### config.mk
export PLATFORM = sky130hd
export DESIGN_NAME = ecc_encoder
export DESIGN_NICKNAME = d
export VERILOG_FILES = /design/src/rtl/ecc_pkg.sv /design/src/rtl/ecc_parity_gen.sv /design/src/rtl/ecc_encoder.sv
export SDC_FILE = /design/constraint.sdc
export NUM_CORES = 1
export LEC_CHECK = 0
export CORE_MARGIN = 5
export CORE_UTILIZATION = 49
export CTS_BUF_LIST = sky130_fd_sc_hd__clkbuf_8 sky130_fd_sc_hd__clkbuf_16
export DETAILED_ROUTE_END_ITERATION = 16
export PLACE_DENSITY = 0.92
export SYNTH_ARGS = -nofsm -noshare
export SYNTH_HDL_FRONTEND = slang
export SYNTH_SLANG_ARGS = --single-unit
### constraint.sdc
create_clock -name clk -period 2.2 [get_ports clk]
set_input_delay 0.33 -clock clk [delete_from_list [all_inputs] [get_ports clk]]
set_output_delay 0.33 -clock clk [all_outputs]
set_load 0.005 [all_outputs]
### src/rtl/ecc_pkg.sv
// Shared constants for the SECDED encoder: width codes, codeword geometry and mode decode.
package ecc_pkg;

   localparam logic [1:0] CW_8  = 2'b00;
   localparam logic [1:0] CW_16 = 2'b01;
   localparam logic [1:0] CW_32 = 2'b10;

   localparam int CW8_LEN  = 8;
   localparam int CW16_LEN = 16;
   localparam int CW32_LEN = 32;

   localparam int CW8_DATA  = 4;
   localparam int CW16_DATA = 11;
   localparam int CW32_DATA = 26;

   localparam int CW8_PAR  = 4;
   localparam int CW16_PAR = 5;
   localparam int CW32_PAR = 6;

   typedef enum logic [1:0] {
      MODE_8  = 2'd0,
      MODE_16 = 2'd1,
      MODE_32 = 2'd2
   } mode_e;

   // Width code 2'b11 is treated as the 32-bit mode.
   function automatic mode_e decode_mode(input logic [1:0] w);
      case (w)
         CW_8:    return MODE_8;
         CW_16:   return MODE_16;
         default: return MODE_32;
      endcase
   endfunction

endpackage

### src/rtl/ecc_parity_gen.sv
// Combinational extended-Hamming codeword builder for the 8/16/32-bit layouts.
module ecc_parity_gen
   import ecc_pkg::*;
#(
   parameter int DATA_WIDTH = 32
) (
   input  logic [DATA_WIDTH-1:0] data_i,
   input  logic [1:0]            width_i,
   output logic [DATA_WIDTH-1:0] code_o
);

   logic [CW8_LEN-1:0]  c8;
   logic [CW16_LEN-1:0] c16;
   logic [CW32_LEN-1:0] c32;
   logic                unused_data;

   assign unused_data = ^data_i[DATA_WIDTH-1:CW32_DATA];

   always_comb begin
      c8 = '0;
      c8[CW8_LEN-1:CW8_PAR] = data_i[CW8_DATA-1:0];
      c8[2] = c8[5] ^ c8[6] ^ c8[7];
      c8[1] = c8[4] ^ c8[6] ^ c8[7];
      c8[0] = c8[4] ^ c8[5] ^ c8[7];
      c8[3] = ^{c8[7:4], c8[2:0]};
   end

   always_comb begin
      c16 = '0;
      c16[CW16_LEN-1:CW16_PAR] = data_i[CW16_DATA-1:0];
      c16[3] = ^c16[15:9];
      c16[2] = c16[6] ^ c16[7] ^ c16[8] ^ c16[12] ^ c16[13] ^ c16[14] ^ c16[15];
      c16[1] = c16[5] ^ c16[7] ^ c16[8] ^ c16[10] ^ c16[11] ^ c16[14] ^ c16[15];
      c16[0] = c16[5] ^ c16[6] ^ c16[8] ^ c16[9] ^ c16[11] ^ c16[13] ^ c16[15];
      c16[4] = ^{c16[15:5], c16[3:0]};
   end

   always_comb begin
      c32 = '0;
      c32[CW32_LEN-1:CW32_PAR] = data_i[CW32_DATA-1:0];
      c32[4] = ^c32[31:17];
      c32[3] = ^{c32[16:10], c32[31:24]};
      c32[2] = ^{c32[9:7], c32[16:13], c32[23:20], c32[31:28]};
      c32[1] = ^{c32[6], c32[9:8], c32[12:11], c32[16:15], c32[19:18],
                 c32[23:22], c32[27:26], c32[31:30]};
      c32[0] = ^{c32[6], c32[7], c32[9], c32[10], c32[12], c32[14], c32[16], c32[17],
                 c32[19], c32[21], c32[23], c32[25], c32[27], c32[29], c32[31]};
      c32[5] = ^{c32[31:6], c32[4:0]};
   end

   always_comb begin
      code_o = '0;
      case (decode_mode(width_i))
         MODE_8:  code_o[CW8_LEN-1:0]  = c8;
         MODE_16: code_o[CW16_LEN-1:0] = c16;
         default: code_o[CW32_LEN-1:0] = c32;
      endcase
   end

endmodule

### src/rtl/ecc_encoder.sv
// SECDED encoder with a 2-entry output FIFO and valid/ready on both sides.
// Optional macro ECC_ENC_STATS_EN adds the saturating pop counter enc_count.
module ecc_encoder
   import ecc_pkg::*;
#(
   parameter int AMBA_WORD  = 32,
   parameter int DATA_WIDTH = 32
) (
   input  logic                  clk,
   input  logic                  reset,
   input  logic [AMBA_WORD-1:0]  codeword_width,
   input  logic                  in_valid,
   output logic                  in_ready,
   input  logic [DATA_WIDTH-1:0] data_in,
   output logic                  out_valid,
   input  logic                  out_ready,
   output logic [DATA_WIDTH-1:0] data_out,
   output logic [1:0]            out_width
`ifdef ECC_ENC_STATS_EN
   ,
   output logic [15:0]           enc_count
`endif
);

   localparam int DEPTH = 2;

   logic [1:0]            count_q, count_d;
   logic                  wr_ptr_q, rd_ptr_q;
   logic                  init_q;
   logic [DATA_WIDTH-1:0] mem_data_q  [DEPTH];
   logic [1:0]            mem_width_q [DEPTH];
   logic [DATA_WIDTH-1:0] code;
   logic                  push, pop;
   logic                  unused_cfg;

   assign unused_cfg = ^codeword_width[AMBA_WORD-1:2];

   ecc_parity_gen #(
      .DATA_WIDTH (DATA_WIDTH)
   ) u_parity (
      .data_i  (data_in),
      .width_i (codeword_width[1:0]),
      .code_o  (code)
   );

   // init_q keeps in_ready low until the first clock after reset release.
   assign in_ready  = init_q && (count_q != 2'd2);
   assign out_valid = (count_q != 2'd0);
   assign push      = in_valid && in_ready;
   assign pop       = out_valid && out_ready;

   always_comb begin
      count_d = count_q;
      if (push && !pop)      count_d = count_q + 2'd1;
      else if (pop && !push) count_d = count_q - 2'd1;
   end

   always_ff @(posedge clk or negedge reset) begin
      if (!reset) begin
         init_q   <= 1'b0;
         count_q  <= 2'd0;
         wr_ptr_q <= 1'b0;
         rd_ptr_q <= 1'b0;
         for (int i = 0; i < DEPTH; i++) begin
            mem_data_q[i]  <= '0;
            mem_width_q[i] <= 2'b00;
         end
      end else begin
         init_q  <= 1'b1;
         count_q <= count_d;
         if (push) begin
            mem_data_q[wr_ptr_q]  <= code;
            mem_width_q[wr_ptr_q] <= codeword_width[1:0];
            wr_ptr_q              <= ~wr_ptr_q;
         end
         if (pop) rd_ptr_q <= ~rd_ptr_q;
      end
   end

   // Outputs read as zero whenever the FIFO is empty.
   assign data_out  = out_valid ? mem_data_q[rd_ptr_q]  : '0;
   assign out_width = out_valid ? mem_width_q[rd_ptr_q] : 2'b00;

`ifdef ECC_ENC_STATS_EN
   logic [15:0] enc_count_q;

   always_ff @(posedge clk or negedge reset) begin
      if (!reset)                             enc_count_q <= 16'h0000;
      else if (pop && enc_count_q != 16'hFFFF) enc_count_q <= enc_count_q + 16'h0001;
   end

   assign enc_count = enc_count_q;
`endif

endmodule

; Word level (Yosys, flattened, before mapping)
; Cells that the tools add are included.
[classes]
n_addsub = 2
order_cmp = 3
eq_ne = 3
n_mux = 20
bitwise_logic = 22
n_reduce_logical = 22
[op_table]
columns = operator, count
row1 = two-way mux 32 bit, 5
row2 = XOR reduction 15 bit, 6
row3 = bitwise mux 64 bit, 1
row4 = demux 32 bit (select 1 bit), 1
row5 = one-hot mux 8 bit (2 select lines), 2
row6 = XOR reduction 31 bit, 1
row7 = bitwise XOR 1 bit, 18
row8 = two-way mux 16 bit, 1
row9 = two-way mux 2 bit, 7
row10 = XOR reduction 7 bit, 2
row11 = logical AND 1 bit, 6
row12 = bitwise mux 4 bit, 1
row13 = == test 2 x 1 -> 1 bit (second input constant), 2
row14 = >= comparator 2 bit (second input constant), 2
row15 = logical NOT 2 bit, 2
row16 = NOT 1 -> 2 bit, 2
row17 = one-hot mux 2 bit (2 select lines), 1
row18 = nonzero test 2 bit, 2
row19 = adder 2 x 1 -> 2 bit (second input constant), 1
row20 = demux 2 bit (select 1 bit), 1
row21 = logical NOT 1 bit, 2
row22 = < comparator 2 x 1 -> 1 bit (second input constant), 1
row23 = != test 2 bit (second input constant), 1
row24 = NOT 1 bit, 2
row25 = 2 further kinds, 2
[totals]
regBits = 73
input_bits = 68
out_inout_bits = 36
elab_cells = 80

; Depth between registers and ports, before layout
[depth]
depth_word = 9
ltp_mapped = 9
ltp_nobuf = 8

; By module
; A second synthesis with hierarchy kept.
[unflattened]
hier_cells = 347
area_unflattened_um2 = 4350.4
[modules_own_cells]
columns = mod, instances, cells_per_inst, area_each_um2, seq_area_each_um2
row1 = ecc_encoder, 1, 239, 3423.3, 1826.8
row2 = ecc_parity_gen, 1, 108, 927.1, 0.0

; Worst setup path after synthesis
; No wires, ideal clock.
[synth_path]
kind = input -> register
startpoint = in data_in[17]
endpoint = reg mem_data_q[37] (netlist name)
setup_time_ns = 0.144
t_arrival_ns = 1.726
required_time_ns = 2.056
slack_ns = 0.330
path_stages = 6
path_buffers = 0
path_cell_list = xnor2_2 xnor3_1 xnor3_1 xnor3_1 nand2_1 a31oi_1
[synth_via]
elab_chain_cells = 4
word_cells_on_any_way = 7
cone_classes = mux (2) / reduce/logical (5)
[synth_lines]
columns = item, line_no
row1 = from (decl), ecc_encoder.sv:14  ; input logic [DATA_WIDTH-1:0] data_in,
row2 = XOR reduction 15 bit (on tied branches), n/a
row3 = XOR reduction 31 bit *, ecc_parity_gen.sv:48  ; c32[5] = ^{c32[31:6], c32[4:0]};
row4 = one-hot mux 8 bit (2 select lines) *, ecc_parity_gen.sv:53  ; case (decode_mode(width_i))
row5 = bitwise mux 64 bit *, ecc_encoder.sv:72  ; mem_data_q[wr_ptr_q] <= code;
row6 = "to (signal, indexed assignment)", ecc_encoder.sv:72
row7 = to (decl), ecc_encoder.sv:30  ; logic [DATA_WIDTH-1:0] mem_data_q [DEPTH];
; Mark *: on every way between the ends. The rest lies on a longest branch, timed or not.
; A chain may end at the register's enable or synchronous reset.

; Worst setup path after layout
[layout_path]
startpoint = in data_in[16]
endpoint = reg mem_data_q[37] (netlist name)
[layout_via]
elab_chain_cells = 4
word_cells_on_any_way = 6
cone_classes = mux (2) / reduce/logical (4)
[layout_lines]
columns = item, line_no
row1 = XOR reduction 15 bit (on tied branches), "ecc_parity_gen.sv:44, ecc_parity_gen.sv:41, ecc_parity_gen.sv:43"
row2 = XOR reduction 31 bit *, ecc_parity_gen.sv:48
row3 = one-hot mux 8 bit (2 select lines) *, ecc_parity_gen.sv:53
row4 = bitwise mux 64 bit *, ecc_encoder.sv:72
; Marked as above.

==> flow_summary.ini <==
[finish]
fill_cells = 603
fin_nets = 579
final_area_mm2 = 0.005313
mostFrequentLayoutCell = nand2_1
syn_to_final_growth_pct = 31.74
final_cell_mix = nand2_1, dfrtp_1, clkdlybuf4s50_1
drive_gt1_frac = 0.1556
diodes = 0

[clock_tree]
clkLatencyLatePin_ps = 360
htree_levels = 3
root_buffer = clkbuf_8
clock_path_buffers = 2
cts_sinks = 73
clk_pin_slew_ps = 80
postCtsSetupRepairBufs = 0
cts_tree = yes
cts-buffers-inserted = 9

[synthesis]
synth_top_cell_area_share = 0.4530
ys_seq_area_frac = 0.4530
syn_nets = 491
synth_xor_area_frac = 0.1601
synth-simple-area-share = 0.1316
avgSynthCellArea_um2 = 9.556
synth-main-ff-cell = dfrtp_1
synth_fa_ha_area_frac = 0.003103
syn_area_mm2 = 0.004033
ys_types = 32
synth-compound-area-share = 0.1039
ys_seq_elements = 73
ys_top_cells_by_area = dfrtp_1, mux2i_1, nand2_1
synth_top_family_by_area = XOR/XNOR gates
synth_cells = 422
synthMuxAreaShare = 0.1145
synth_top_cell_by_area = dfrtp_1
synth-edff-count = 0
async_flop_share = 1.000
synth-warning-count = 0

[grt]
grt.overflow.total = 0
grt_start_max_net_pins = 37
grt_usage = 0.2004
antenna_found_initial = 0
grt_pass1_wl_um = 15990
grt_pass1_vias = 3366

[route]
viasPerCell = 5.286
firstDrtPassIters = 5
drt-initial-drc-count = 194
post_drt_wl_per_cell_um = 16.31
route.vias.total = 3272
routed_wl_um = 10100
postRouteAntennaNets = 0
remaining_drc_errors = 0

[setup_path]
cp.arrival_ps = 2380
required_ps = 2420
endpoint_kind = flip-flop
ff2ff_path_depth = 5
reg2reg_from = count_q[0]$_DFFE_PN0P_
crit_fanout = 2
setup.worst_path.end = mem_data_q[37]$_DFFE_PN0P_
start_kind = primary input
r2r_slack_ps = 440
rr_endpoint = mem_data_q[34]$_DFFE_PN0P_
startpoint = data_in[16]
critical_path_class = primary input to flip-flop

[timing]
fin_worst_skew_ps = 14.32
max_freq_mhz = 461.6
worst_pin_slew_ps = 570.4
setup_viol = 0
slew-limit-headroom = 0.6198
hold_viol = 0
period_minus_slack_ps = 2166
timing.final.crit_share = 0.9846
whs_ps = 348.9
slew_violations = 0

[power_and_ir_drop]
leakage_nw = 2.540
power.density_mw_per_mm2 = 1296
ir_drop_mv = 0.5884

[die]
core_area_mm2 = 0.008134
dieArea_mm2 = 0.01014
row_count = 33
dieHeight_um = 100.7
chipWidth_um = 100.7
start_util = 0.4958
pin_count = 104

[run]
drv_cap = 0

[min_path]
hold_class = primary input to flip-flop

[outcome]
status = finished, final reports clean

[placed_design]
io_buffers = 67
gp_congestion = 0.8625
place_area_mm2 = 0.005010
dpl.hpwl_um = 7034
flip-flops by register name, indices dropped and copies added, names as in the netlist:
name,flops
mem_width_q,4
wr_ptr_q,1
init_q,1
rd_ptr_q,1
count_q,2
mem_data_q,64
cells by family after synthesis:
family / count (synthesis)
and+or+nand+nor: 136
xor gates and xnor gates: 57
AOI/OAI and AO/OA: 77
DFF: 73
other: 1
buffers and inverters: 32
adders and majority gates: 1
muxes: 45
synth_stat cells (2+ instances only):
| cell | count |
|---|---|
| a31oi_1 | 2 |
| dfrtp_1 | 73 |
| mux2_2 | 8 |
| nand2_1 | 82 |
| buf_1 | 3 |
| o21ai_1 | 56 |
| inv_2 | 5 |
| a22oi_1 | 3 |
| xnor2_2 | 4 |
| xnor2_1 | 31 |
| xnor3_1 | 6 |
| nor2_1 | 45 |
| mux2i_1 | 36 |
| xor2_1 | 14 |
| and3_1 | 6 |
| clkbuf_1 | 22 |
| o31ai_1 | 2 |
| nor3_1 | 2 |
| a21oi_1 | 9 |
where the power goes:
group,leakage [nW],internal (mW),switching [mW]
logic,1.51,1.89,1.54
clock network,0.109,0.628,0.501
registers,0.925,1.97,0.367
repair_timing:
action                                  CTS  global route
endpoints found under the hold margin    25             0
endpoints found under the setup margin    0            14
resized for setup                         0            12
hold buffers                              1             0
per-stage QoR:
| stage | std cells | total power [mW] | setup TNS, ps | worst slack, ps | util |
|---|---|---|---|---|---|
| 6_report | 619 | 6.887 | 0 | 33.82 | 0.6531 |
| 5_1_grt | 619 | 7.370 | -66.30 | -20.49 | 0.6531 |
| 4_1_cts | 618 | 6.833 | 0 | 22.59 | 0.6427 |
| 3_5_place_dp | 602 | 5.690 | -3391 | -356.6 | 0.6159 |
| 3_3_place_gp | 602 | 5.525 | -2506 | -267.7 | 0.6159 |
| 2_1_floorplan | 422 | 4.156 | 0 | 330.2 | - |
critical path, stage by stage:
cell and delay [ps]:
clkdlybuf4s50_1 490, xnor2_2 250, xnor3_1 260, xnor3_1 440, xnor3_1 410, nand2_1 110
a31oi_1 90
per-layer routing:
metal	global-route usage	vias up	wire length, µm
met4	0.08187	0	131
li1	-	1576	-
met1	0.2532	1547	4086
met2	0.3367	133	5236
met5	0	-	0
met3	0.03875	16	641
area by class of cell:
type	instances	area (µm²)	share of cell area
Tap cell	105	131.4	0.02473
Sequential cell	73	1828	0.3441
Inverter	5	18.77	0.003533
Clock inverter	6	83.83	0.01578
Timing Repair Buffer	104	1003	0.1889
Clock buffer	9	123.9	0.02332
Multi-Input combinational cell	317	2123	0.3997
how the worst min path moves through the flow:
stage | from | to | slack (ps) | cells past startpoint
after floorplan | reset | count_q[0]$_DFFE_PN0P_ | 30 | 0
after global placement | reset | mem_data_q[26]$_DFFE_PN0P_ | 340 | 1
after detailed placement | reset | mem_data_q[58]$_DFFE_PN0P_ | 340 | 1
after CTS | mem_data_q[60]$_DFFE_PN0P_ | mem_data_q[60]$_DFFE_PN0P_ | 490 | 2
after global routing | data_in[11] | mem_data_q[49]$_DFFE_PN0P_ | 340 | 3
final | data_in[14] | mem_data_q[52]$_DFFE_PN0P_ | 350 | 3
(Power assumes the default switching activity.)
